<file path="src/rtl/gpio_pkg.sv">
// Shared constants for the gpio input path.
// Default widths/depths plus a counter-width helper.
package gpio_pkg;

    localparam int GPIO_WIDTH           = 8;
    localparam int GPIO_SYNC_STAGES     = 2;
    localparam int GPIO_DEBOUNCE_CYCLES = 16;

    // Debounce counter width, never below one bit.
    function automatic int cnt_width(input int d);
        return (d > 1) ? $clog2(d) : 1;
    endfunction

endpackage

</file>
<file path="src/rtl/gpio_debounce.sv">
// Single-pin synchroniser, debouncer and edge detector.
// Ports: clk, rst, pin (async), level, rise/fall pulses, rise_nxt/fall_nxt.
module gpio_debounce
    import gpio_pkg::*;
#(
    parameter int S = GPIO_SYNC_STAGES,
    parameter int D = GPIO_DEBOUNCE_CYCLES
) (
    input  logic clk,
    input  logic rst,
    input  logic pin,
    output logic level,
    output logic rise,
    output logic fall,
    output logic rise_nxt,
    output logic fall_nxt
);

    localparam int CW = cnt_width(D);

    logic [S-1:0]  sync_q;
    logic          sync;
    logic          stb_q;
    logic [CW-1:0] cnt_q;
    logic          rise_q;
    logic          fall_q;
    logic          accept;

    assign sync = sync_q[S-1];

    // Accept on the D-th consecutive mismatch cycle.
    always_comb begin
        accept   = (sync != stb_q) && (cnt_q == CW'(D - 1));
        rise_nxt = accept & sync;
        fall_nxt = accept & ~sync;
    end

    always_ff @(posedge clk) begin
        if (rst) begin
            sync_q <= '0;
            stb_q  <= 1'b0;
            cnt_q  <= '0;
            rise_q <= 1'b0;
            fall_q <= 1'b0;
        end else begin
            sync_q <= {sync_q[S-2:0], pin};
            rise_q <= rise_nxt;
            fall_q <= fall_nxt;
            if (sync == stb_q) begin
                cnt_q <= '0;
            end else if (accept) begin
                stb_q <= sync;
                cnt_q <= '0;
            end else begin
                cnt_q <= cnt_q + 1'b1;
            end
        end
    end

    assign level = stb_q;
    assign rise  = rise_q;
    assign fall  = fall_q;

endmodule

</file>
<file path="src/rtl/gpio_in_cond.sv">
// Per-pin input conditioning with sticky edge interrupts.
// Ports: pin_i, rise/fall enables, irq_clr_i in; level, edges, pending, irq out.
module gpio_in_cond
    import gpio_pkg::*;
#(
    parameter int WIDTH           = GPIO_WIDTH,
    parameter int SYNC_STAGES     = GPIO_SYNC_STAGES,
    parameter int DEBOUNCE_CYCLES = GPIO_DEBOUNCE_CYCLES
) (
    input  logic             clk,
    input  logic             rst,
    input  logic [WIDTH-1:0] pin_i,
    input  logic [WIDTH-1:0] rise_en_i,
    input  logic [WIDTH-1:0] fall_en_i,
    input  logic [WIDTH-1:0] irq_clr_i,
    output logic [WIDTH-1:0] level_o,
    output logic [WIDTH-1:0] rise_o,
    output logic [WIDTH-1:0] fall_o,
    output logic [WIDTH-1:0] irq_pending_o,
    output logic             irq_o
);

    logic [WIDTH-1:0] rise_nxt;
    logic [WIDTH-1:0] fall_nxt;
    logic [WIDTH-1:0] set;
    logic [WIDTH-1:0] pend_q;

    for (genvar i = 0; i < WIDTH; i++) begin : g_pin
        gpio_debounce #(
            .S(SYNC_STAGES),
            .D(DEBOUNCE_CYCLES)
        ) u_db (
            .clk      (clk),
            .rst      (rst),
            .pin      (pin_i[i]),
            .level    (level_o[i]),
            .rise     (rise_o[i]),
            .fall     (fall_o[i]),
            .rise_nxt (rise_nxt[i]),
            .fall_nxt (fall_nxt[i])
        );
    end

    // Uses the pulse values being registered at this edge, so pending
    // rises together with the level/pulse outputs.
    assign set = (rise_nxt & rise_en_i) | (fall_nxt & fall_en_i);

    // Set wins over clear so no event is lost.
    always_ff @(posedge clk) begin
        if (rst) begin
            pend_q <= '0;
        end else begin
            pend_q <= set | (pend_q & ~irq_clr_i);
        end
    end

    assign irq_pending_o = pend_q;
    assign irq_o         = |pend_q;

endmodule

</file>
<file path="config.mk">
export PLATFORM = sky130hd
export DESIGN_NAME = gpio_in_cond
export DESIGN_NICKNAME = d
export VERILOG_FILES = /design/src/rtl/gpio_pkg.sv /design/src/rtl/gpio_debounce.sv /design/src/rtl/gpio_in_cond.sv
export SDC_FILE = /design/constraint.sdc
export NUM_CORES = 1
export LEC_CHECK = 0
export BUFFER_PORTS_ARGS = -buffer_cell sky130_fd_sc_hd__buf_2
export CORE_AREA = 2 2 84 86
export CTS_CLUSTER_DIAMETER = 60
export CTS_CLUSTER_SIZE = 16
export DETAILED_ROUTE_END_ITERATION = 6
export DIE_AREA = 0 0 86 88
export GPL_ROUTABILITY_DRIVEN = 0
export PLACE_DENSITY = 0.77
export SLEW_MARGIN = 20
export SYNTH_ARGS = -nofsm -noshare
export SYNTH_HDL_FRONTEND = slang
export SYNTH_SLANG_ARGS = --single-unit
</file>
<file path="constraint.sdc">
create_clock -name clk -period 1.7 [get_ports clk]
set_clock_uncertainty 0.15 [all_clocks]
set_input_delay 0.34 -clock clk [delete_from_list [all_inputs] [get_ports clk]]
set_output_delay 0.34 -clock clk [all_outputs]
set_load 0.01 [all_outputs]
</file>
==> results.sh <==
export IMPL_outcome="completed"
export IMPL_p_leak_nw=1.67
export IMPL_avgRoutedWirePerCell_um=11.7
export IMPL_synth_area_leaders="dfxtp_1 (50%), nand2b_4 (6.8%), buf_4 (5.6%)"
export IMPL_relSlewSlack_pct=83.2
export IMPL_h_tree_depth=3
export IMPL_yosysTopAreaCell="dfxtp_1"
export IMPL_final_area_um2=3710
export IMPL_cp_cell_sequence="nor4_4 > nand2_1 > buf_2"
export IMPL_synth_cell_types=23
export IMPL_startpoint_type="flop"
export IMPL_period_minus_slack_ps=1690
export IMPL_grt_pass1_vias=2151
export IMPL_ir_worst_vdd_uv=392
export IMPL_cts_tree="yes"
export IMPL_wl_um=5330
export IMPL_root_buffer="clkbuf_8"
export IMPL_crit_required_ps=1210
export IMPL_initial_core_util_pct=48.7
export IMPL_grt_pass1_wl_um=8870
export IMPL_drive_gt1_share_pct=27.6
export IMPL_dr_pass1_iters=4
export IMPL_place_area_um2=3470
export IMPL_portBuffers=66
export IMPL_hold_path_class="in2reg"
export IMPL_period_share_pct=99.3
export IMPL_cts_sinks=80
export IMPL_clk_latency_ps=340
export IMPL_cts_buffer_depth=2
export IMPL_slew_viol_final=0
export IMPL_num_rows=30
export IMPL_drc=0
export IMPL_holdWs_ps=43.6
export IMPL_synth_cells=323
export IMPL_final_cells=457
export IMPL_drv_cap=0
export IMPL_slowest_stage="dfxtp_2"
export IMPL_hold_viol=0
export IMPL_via_per_inst=4.84
export IMPL_tns_ps=0
export IMPL_n_antenna_cell=0
export IMPL_syn_nets=365
export IMPL_yosys_register_bits=80
export IMPL_num_vias=2213
export IMPL_critical_path_max_stage_delay_ps=340
export IMPL_cellPowerDensity_nw_per_um2=947
export IMPL_power_mw=3.51
export IMPL_antenna_left=0
export IMPL_core_area_um2=6640
export IMPL_fin_nets=414
export IMPL_fmax_mhz=592
export IMPL_critical_path_max_fanout=2
export IMPL_avgSynthCellArea_um2=10.0
export IMPL_dr_first_iter_drc_count=56
export IMPL_yosys_warnings=0
export IMPL_dp_slack_ps=216
export IMPL_grt_max_degree=51
export IMPL_dpl_hpwl_um=3960
export IMPL_grt_usage_pct=15.0
export IMPL_netlist_area_leader_share_pct=49.5
export IMPL_dieArea_um2=7570
export IMPL_dieHeight_um=88
export IMPL_path_clk_slew_ps=80
export IMPL_grt_antenna_before_repair=0
export IMPL_dp_cells=440
export IMPL_fin_ws_ps=12.1
export IMPL_fp_dieW_um=86
export IMPL_grt_overflow_total=0
export IMPL_cts_buffers_inserted=9
export IMPL_tightest_slew_ps=251
export IMPL_syn_area_um2=3230
export IMPL_seq_area_frac_synth_pct=49.5
export IMPL_setup_worst_path_class="reg2out"
export IMPL_end_kind="primary output"
export IMPL_syn2layout_area_growth_pct=14.7
export IMPL_crit_arrival_ps=1200
export IMPL_cts_hold_fix_buffers=0
export IMPL_rsz0062_at_grt="yes"
export IMPL_setup_violations=0
export IMPL_post_route_util_pct=55.9
export IMPL_pin_count=67
[final timing paths]
kind / startpoint / end / slack [ps] / cells after the start
setup / recovery: irq_pending_o[7]$_SDFF_PP0_ / irq_o / 10 / 3
setup reg to reg: g_pin[4].u_db.cnt_q[0]$_SDFF_PP0_ / g_pin[4].u_db.cnt_q[3]$_SDFF_PP0_ / 290 / 4
hold / removal: pin_i[2] / g_pin[2].u_db.sync_q[0]$_SDFF_PP0_ / 40 / 2
hold reg to reg: g_pin[1].u_db.sync_q[0]$_SDFF_PP0_ / g_pin[1].u_db.sync_q[1]$_SDFF_PP0_ / 290 / 1
[registers in the layout (all words and copies together), names as in the netlist]
register,count
g_pin.u_db.cnt_q,32
g_pin.u_db.sync_q,16
g_pin.u_db.fall,8
g_pin.u_db.level,8
g_pin.u_db.rise,8
irq_pending_o,8
[routing by layer]
metal | vias to the layer above | GRT usage, % | wire length, um
met5 | - | 0 | 0
met4 | 0 | 8.66 | 118
met3 | 9 | 2.83 | 219
met2 | 43 | 26.4 | 2560
met1 | 1012 | 17.0 | 2440
li1 | 1149 | - | -
[Yosys cell counts, drive strengths merged]
library cell / number
nor4: 2
buf: 31
a211oi: 8
nand2b: 16
xnor2: 8
nor2b: 16
a21o: 8
dfxtp: 80
mux2i: 8
inv: 24
nand3: 16
nor3b: 8
ha: 8
and3: 8
nand2: 1
nor2: 40
nor3: 16
a211o: 8
xor2: 8
o22ai: 8
clkbuf: 1
[layout make-up]
type	count	area, um2
timing repair buffer	70	373
fill	605	2930
sequential	80	1600
multi-input combinational	187	1330
inverter	24	90.1
clock inverter	6	83.8
tap	80	100
clock buffer	10	128
[report_power, final]
group	total [mW]	leakage, nW	switching, mW	internal (mW)
clock network	1.47	0.110	0.649	0.822
logic	0.131	0.907	0.0617	0.0691
registers	1.91	0.649	0.0157	1.90
total	3.51	1.67	0.726	2.79
[repair_timing]
item	CTS	global route
pin swaps	2	0
endpoints found under the setup margin	1	1
gates resized for setup	4	0
setup buffers	1	0
[layout by cell type (no fill, tap or decap), types with 2 or more instances in the layout]
cell type  netlist  routed
ha_1             8       8
clkbuf_8         0       9
a211o_1          8       8
xor2_1           8       8
nor3_1          16      16
a211oi_1         8       8
nor2_1          40      40
buf_4           24       3
buf_2            6      66
bufinv_16        0       2
inv_1           24      24
dfxtp_2          0       2
nor2b_1         16      16
mux2i_1          8       8
and3_1           8       8
clkinv_2         0       3
dfxtp_1         80      78
a21o_1           8       8
nor3b_1          8       8
o22ai_1          8       8
nand2b_4        16      16
nand3_1         16      16
xnor2_1          8       8
[cells by family after synthesis]
logic type	Yosys count	share of synthesized area, %
mux	8	2.48
buf+inv	56	9.75
xor+xnor	16	4.33
compound gates	32	7.43
fa+ha+maj	8	3.09
simple gates	123	23.4
flops	80	49.5
[worst max-delay path: cells and delay by family, from the launching register on]
kind	cells	cell delay (ps)
simple gates	2	380
flops	1	340
buf+inv	1	150
No activity file was read; power rests on OpenSTA's default activity.
